**src/rtl/piso_serializer.sv**
```systemverilog
// -----------------------------------------------------------------------------
// piso_serializer
//
// Parallel-in / serial-out serializer. Words arrive over a valid/ready
// handshake and leave one bit per clock on serial_out. A one-entry holding
// register lets the next word wait behind the one being shifted, so words
// stream back to back with no idle bit between them.
//
// Parameters
//   WIDTH      word width in bits (>= 2)
//   MSB_FIRST  1: shift the MSB out first, 0: shift the LSB out first
//
// Ports
//   clk           system clock, all state changes on the rising edge
//   rst           synchronous active-high reset, wins over everything
//   par_in        parallel word from upstream
//   in_valid      par_in holds a word to transfer
//   in_ready      a word can be taken this cycle (= holding register empty)
//   serial_out    current serial bit (0 when idle)
//   serial_valid  serial_out carries a data bit
//   frame_start   high while bit 0 of a word is presented
//   word_done     high while the last bit of a word is presented
//   busy          shifting, or a word is waiting in the holding register
//
// Handshake: a word moves on every rising edge where in_valid && in_ready.
// in_ready depends only on registered state, never on in_valid. While
// in_valid is high and in_ready low, upstream holds par_in stable; such a
// cycle has no effect on this block.
// -----------------------------------------------------------------------------
module piso_serializer #(
    parameter int WIDTH     = 8,
    parameter bit MSB_FIRST = 1'b1
) (
    input  logic             clk,
    input  logic             rst,
    input  logic [WIDTH-1:0] par_in,
    input  logic             in_valid,
    output logic             in_ready,
    output logic             serial_out,
    output logic             serial_valid,
    output logic             frame_start,
    output logic             word_done,
    output logic             busy
);

    localparam int            CW   = $clog2(WIDTH);
    localparam logic [CW-1:0] LAST = CW'(WIDTH - 1);

    typedef enum logic {
        IDLE  = 1'b0,
        SHIFT = 1'b1
    } state_t;

    state_t           state_q, state_d;
    logic [WIDTH-1:0] shreg_q, shreg_d;
    logic [CW-1:0]    count_q, count_d;
    logic [WIDTH-1:0] hold_q, hold_d;
    logic             hold_full_q, hold_full_d;

    logic serial_out_q, serial_out_d;
    logic serial_valid_q, serial_valid_d;
    logic frame_start_q, frame_start_d;
    logic word_done_q, word_done_d;
    logic busy_q, busy_d;

    logic xfer;
    logic shifting_next;

    assign in_ready = !hold_full_q;
    assign xfer     = in_valid && in_ready;

    always_comb begin
        state_d     = state_q;
        shreg_d     = shreg_q;
        count_d     = count_q;
        hold_d      = hold_q;
        hold_full_d = hold_full_q;

        case (state_q)
            IDLE: begin
                if (xfer) begin
                    shreg_d = par_in;
                    count_d = '0;
                    state_d = SHIFT;
                end
            end
            SHIFT: begin
                if (count_q == LAST) begin
                    // Word boundary: a held word beats a fresh transfer. Both
                    // cannot happen together because in_ready is low while
                    // the holding register is full.
                    if (hold_full_q) begin
                        shreg_d     = hold_q;
                        hold_full_d = 1'b0;
                        count_d     = '0;
                    end else if (xfer) begin
                        shreg_d = par_in;
                        count_d = '0;
                    end else begin
                        shreg_d = '0;
                        count_d = '0;
                        state_d = IDLE;
                    end
                end else begin
                    if (MSB_FIRST) begin
                        shreg_d = {shreg_q[WIDTH-2:0], 1'b0};
                    end else begin
                        shreg_d = {1'b0, shreg_q[WIDTH-1:1]};
                    end
                    count_d = count_q + CW'(1);
                    if (xfer) begin
                        hold_d      = par_in;
                        hold_full_d = 1'b1;
                    end
                end
            end
            default: begin
                state_d = IDLE;
            end
        endcase
    end

    // Outputs are registered from the next-state values so that the first
    // bit of an accepted word appears right after the accepting edge.
    always_comb begin
        shifting_next  = (state_d == SHIFT);
        serial_valid_d = shifting_next;
        serial_out_d   = shifting_next &&
                         (MSB_FIRST ? shreg_d[WIDTH-1] : shreg_d[0]);
        frame_start_d  = shifting_next && (count_d == '0);
        word_done_d    = shifting_next && (count_d == LAST);
        busy_d         = shifting_next || hold_full_d;
    end

    always_ff @(posedge clk) begin
        if (rst) begin
            state_q        <= IDLE;
            shreg_q        <= '0;
            count_q        <= '0;
            hold_q         <= '0;
            hold_full_q    <= 1'b0;
            serial_out_q   <= 1'b0;
            serial_valid_q <= 1'b0;
            frame_start_q  <= 1'b0;
            word_done_q    <= 1'b0;
            busy_q         <= 1'b0;
        end else begin
            state_q        <= state_d;
            shreg_q        <= shreg_d;
            count_q        <= count_d;
            hold_q         <= hold_d;
            hold_full_q    <= hold_full_d;
            serial_out_q   <= serial_out_d;
            serial_valid_q <= serial_valid_d;
            frame_start_q  <= frame_start_d;
            word_done_q    <= word_done_d;
            busy_q         <= busy_d;
        end
    end

    assign serial_out   = serial_out_q;
    assign serial_valid = serial_valid_q;
    assign frame_start  = frame_start_q;
    assign word_done    = word_done_q;
    assign busy         = busy_q;

endmodule

```
**config.mk**
```make
export PLATFORM = sky130hd
export DESIGN_NAME = piso_serializer
export DESIGN_NICKNAME = d
export VERILOG_FILES = /design/src/rtl/piso_serializer.sv
export SDC_FILE = /design/constraint.sdc
export NUM_CORES = 1
export LEC_CHECK = 0
export CAP_MARGIN = 10
export CORE_AREA = 2 2 70 59
export DETAILED_ROUTE_END_ITERATION = 10
export DIE_AREA = 0 0 72 61
export SLEW_MARGIN = 20
export SYNTH_ARGS = -nofsm -noshare
export SYNTH_HDL_FRONTEND = slang
export SYNTH_SLANG_ARGS = --single-unit
```
**constraint.sdc**
```tcl
create_clock -name clk -period 1.9 [get_ports clk]
set_input_delay 0.285 -clock clk [delete_from_list [all_inputs] [get_ports clk]]
set_output_delay 0.285 -clock clk [all_outputs]
set_load 0.01 [all_outputs]
```
# After elaboration in Yosys (flattened, before gate mapping)
# Index checks and enable logic that the tools add are counted.
totals:
  regBits: 25
  inputBits: 11
  output_inout_bits: 6
op_classes:
  n_addsub: 1
  n_eq_ne: 3
  n_mux: 15
  n_bitwise: 2
  reduce_logical: 8
ops:
  columns: ["operator", "n"]
  rows:
  - ["$mux 8", 4]
  - ["$pmux 8 s2", 1]
  - ["$eq 3x3->1 const B", 2]
  - ["$mux 1", 6]
  - ["$mux 3", 2]
  - ["$pmux 3 s2", 1]
  - ["$logic_and 1x1->1", 4]
  - ["$add 3x1->3 const B", 1]
  - ["$logic_not 3->1", 1]
  - ["$reduce_and 3->1", 1]
  - ["$ne 2x2->1 const B", 1]
  - ["$not 1->1", 2]
  - ["$pmux 1 s2", 1]
  - ["$logic_not 1->1", 1]
  - ["$logic_or 1x1->1", 1]

# Logic depth before layout (Yosys ltp)
logic_depth:
  word_depth: 7
  mapped_depth: 8
  depth_no_buf: 7

# Worst setup path before layout
# No wires, ideal clock.
synth_path:
  path_type: "flip-flop to flip-flop"
  from: "register count_q[0]"
  to: "register shreg_q[6]"
  setup_time_ns: 0.127
  t_arrival_ns: 1.452
  setup_slack_ns: 0.320
  path_stages_with_launch: 9
  period_less_slack_ns: 1.580
  cell_sequence: "dfxtp_1 -> ha_1 -> ha_1 -> buf_2 -> nor2b_1 -> buf_2 -> nor2_2 -> a222oi_1 -> nor2_1"
synth_between:
  elab_chain_len: 3
synth_rtl:
  columns: ["element", "line_no", "source"]
  rows:
  - ["from (decl)", "56", "logic [CW-1:0] count_q, count_d;"]
  - ["from (signal assigned)", "150", "count_q <= count_d;"]
  - ["$eq 3x3->1", "88", "if (count_q == LAST) begin"]
  - ["$mux 8", "88", null]
  - ["$pmux 8 s2", "79", "case (state_q)"]
  - ["to (signal assigned)", "149", "shreg_q <= shreg_d;"]
  - ["to (decl)", "55", "logic [WIDTH-1:0] shreg_q, shreg_d;"]
# No other way between the ends.
# A chain may end at the register's enable or synchronous reset.

# Worst setup path in the final report
layout_path:
  from: "register hold_full_q"
  to: "output in_ready"
layout_between:
  elab_chain_len: 1
layout_rtl:
  columns: ["element", "line_no", "source"]
  rows:
  - ["from (decl)", "58", "logic hold_full_q, hold_full_d;"]
  - ["from (signal assigned)", "152", "hold_full_q <= hold_full_d;"]
  - ["$logic_not 1->1", "69", "assign in_ready = !hold_full_q;"]
  - ["to (decl)", "38", "output logic in_ready,"]
# No other way between the ends.

==> reports/summary.md <==
The run finished with clean final reports. The portion of synthesized area spent on multiplexers is 9.40%. The die width was 72 um.

IR analysis of the VDD net gives a maximum drop of 0.000267 V. The tools report the worst hold endpoint as hold_q[1]. For the number of distinct library cells after synthesis, the log shows 31. The tools report the antenna diode instance count as 0. The part of the cycle the worst path needs was 91.8%.

For this run, the top clock speed supported by timing is 574 MHz. The logs give 114 um for the routed wire length on met3 and 1070 um for the met1 wire length. The tools report the deepest level of the CTS H-tree as 1. Summed over all nets, the half-perimeter wirelength after detailed placement is 1540 um. The arrival time at the worst endpoint is 1.46 ns, and the register area share after synthesis is 47.0%. The worst pin sits at a relative slew slack of 73.0%. The number of synthesized register bits is 25. The worst setup margin was 0.157 ns; the overall track demand over capacity in global routing was 10.3%. The number of pins exceeding their max-slew limit in the final report came out at 0.

The launch point of the worst reg-to-reg path is count_q[0]. The tools report the pin count of the biggest net entering global routing as 17. For the final routed database, the setup TNS stands at 0 ns.

The startpoint identified for the worst hold timing path is hold_q[1]. The number of antenna violations at the first check in global routing came out at 0. The placement-stage worst setup slack is 0.112 ns. Power per cell area: 793 nW/um2. After synthesis, the largest family of logic cells by area is simple AND/OR/NAND/NOR gates.

After Yosys synthesis, XOR and XNOR cells account for 0% of the synthesized area. Global routing finished with a remaining overflow of 0. The floorplan step defined a die boundary enclosing 4390 um2. In this design, the largest share of critical-path delay is due to buffers and inverters.

Summed over all cells, the static leakage comes to 0.491 nW. For the final database, setup skew stands at 0.0112 ns. The critical path contains buffers and inverters numbering 2 combined. The cell type contributing the most total cell area after synthesis was dfxtp_1. The critical path class was reg -> out. Total power for the finished layout comes to 0.00105 W.

After detailed routing, the number of vias per cell comes to 4.91. The library cell used most frequently in the layout, excluding fill and tap cells, is dfxtp_1. For the via count of the first global-routing pass, the log shows 771. In this run the worst hold path is classified as reg -> reg. In the final layout, the share of cells above drive strength 1 is 14.4%. In this run, post-CTS hold repair placed 0 buffers. The post-route antenna net violation count is 0, and the clock-pin slew reported for the worst setup and hold paths after clock tree synthesis is 0.09 ns. The detailed-route wire length per cell came out at 12.6 um.

STA classifies the critical path startpoint as a flop. The tree is rooted in a clkbuf_8. The cell with the largest stage delay on the worst path was dfxtp_1. The floorplan step set the die height to 61 um. No sink is reached through more buffers than the 2 on the longest clock path. Counting every sink on the clock net gives 25. Kind of capture point of the worst setup path: a primary output. At the end of routability-driven placement, the weighted congestion stood at 0.751.

Global-route wire length before repair: 3510 um. Along the worst path, the maximum fanout reaches 10. Of the total synthesized cell area, the portion taken by AND, OR, NAND and NOR gates is 17.5%. For the worst-skew pair, the clock arrives at the later sink with an insertion delay of 0.27 ns.

The mapped cell area is 1060 um2, and the fraction of the mapped netlist area in compound gates is 17.0%. The required time of the critical path is 1.62 ns, and the via count of the routed design is 830. The net count of the finished layout was 140. The count of buffers added on input and output ports is 16. Setup slack on the worst reg-to-reg path comes out at 0.24 ns. The signal on the critical path passes through inv_1 > clkdlybuf4s50_1.

The average instance in the mapped netlist occupies 9.95 um2. The synthesized instance count was 107. The final hold violation count is 0, and the starting density of the core is 28.9%. Number of clock buffers inserted by TritonCTS: 3. For this run, design rule violations remaining after detail routing come to 0. By area the synthesized netlist is led by dfxtp_1 (47%), mux2i_1 (9.4%), a22oi_1 (7.1%), nor2_1 (4.6%), ha_1 (3.5%). For the top-level port count, the log shows 17.

The post-route minimum period came out at 1.74 ns. Counting cells, the worst reg-to-reg path comes to 6. The first TritonRoute pass finished after 4 iterations. The routed wire length on met2 is 908 um, and the number of rows in the core area is 20.

Initial DRC count: 56. Cells fill 36.0% of the core in the end. The total wirelength of the detailed-routed design was 2120 um.

On the worst path, the slowest cell contributes a delay of 0.58 ns. The worst flop-to-flop path endpoint was shreg_q[6]. The top-area cell type share of the netlist area is 47.0%. After filler insertion, the fill cell instance count of the layout stands at 373.

Setup violations remaining at the end of the flow were counted as 0. In the layout the commonest cells are dfxtp_1 (24), clkdlybuf4s50_1 (16), nor2_1 (13). Yosys printed 0 warnings. The synthesized netlist devotes 3.53% of its cell area to adder and majority cells.

TritonCTS built the clock tree. The detailed router used layers up to and including met4. Cell depth of the worst hold path: 2. Synthesis produced a netlist with a net count of 121. The area growth from synthesis to layout is 24.3%. Setup repair after global routing left no endpoint under its margin.

The core region is 3680 um2. The number of maximum-capacitance violations is 0. The transition time at the pin with the least slew margin works out to 0.405 ns.
## sequential cells by signal, indices dropped and copies added, names as in the netlist
| name | cells |
|---|---|
| frame_start | 1 |
| hold_full_q | 1 |
| count_q | 3 |
| hold_q | 8 |
| serial_valid | 1 |
| word_done | 1 |
| busy | 1 |
| shreg_q | 8 |
| serial_out | 1 |
## tightest hold or removal path, delay by kind of cell, from the launching register on
kind / cells / cell delay, ns
DFF: 1 / 0.33
and+or+nand+nor: 1 / 0.08
muxes: 1 / 0.06
## cells by family (layout without fill, tap and decap cells)
kind of cell               after synthesis  after routing
adders and majority gates                3              3
AOI/OAI and AO/OA                       26             26
muxes                                   10             10
DFF                                     25             25
buffers and inverters                   12             30
and+or+nand+nor                         31             31
## metrics by stage
| stage | area, um2 | hold slack [ns] | cells |
|---|---|---|---|
| floorplan | 1060 | 0.371 | 107 |
| global placement | 1270 | 0.480 | 165 |
| detailed placement | 1270 | 0.488 | 165 |
| CTS | 1320 | 0.511 | 169 |
| global route | 1320 | 0.533 | 169 |
| finish | 1320 | 0.508 | 169 |
## cell type report
cell class                      count  area, um2  area share, %
Clock buffer                        3       41.3           3.12
Clock inverter                      1       7.51          0.567
Inverter                            6       22.5           1.70
Multi-Input combinational cell     70        505           38.2
Sequential cell                    25        502           37.9
Tap cell                           44       55.1           4.16
Timing Repair Buffer               20        190           14.4
## worst max-delay path by stage
stage / depth (start not counted) / from / to / slack, ns
5_1_grt: 2 / hold_full_q / in_ready / 0.07
4_1_cts: 1 / serial_valid / serial_valid / 0.05
6_report: 2 / hold_full_q / in_ready / 0.16
3_3_place_gp: 5 / in_valid / word_done / 0.17
3_5_place_dp: 5 / in_valid / word_done / 0.11
2_1_floorplan: 8 / count_q[0] / shreg_q[6] / 0.32
## report_power, final
part	leakage (nW)	switching (W)	internal, W	total, W
sequential	0.205	0.0000237	0.000554	0.000578
combinational	0.264	0.0000709	0.0000797	0.000151
clock	0.0217	0.000172	0.000149	0.000321
total	0.491	0.000267	0.000782	0.00105
## routing by layer
metal,vias up,track usage [%]
met4,0,3.23
met5,-,0
met2,23,16.8
li1,419,-
met3,4,3.32
met1,384,13.3
## repair_timing
action                                 CTS  global route
gates resized for setup                  0             1
setup endpoints to repair                0             1
endpoints found under the hold margin    0             0
buffers inserted                         0             0
## cell usage after synthesis, drive strengths merged
cell type / number
a21oi: 5
o22ai: 1
and2b: 2
nor3: 2
dfxtp: 25
and3: 1
nor2: 15
inv: 6
clkbuf: 2
nand2b: 2
nor4: 1
o21ai: 4
a222oi: 2
and2: 1
ha: 3
nand2: 1
a32o: 1
a22oi: 10
and4: 1
mux2i: 10
a21o: 1
nand3: 2
buf: 4
nor2b: 3
a221oi: 2
(Power assumes the default switching activity.)
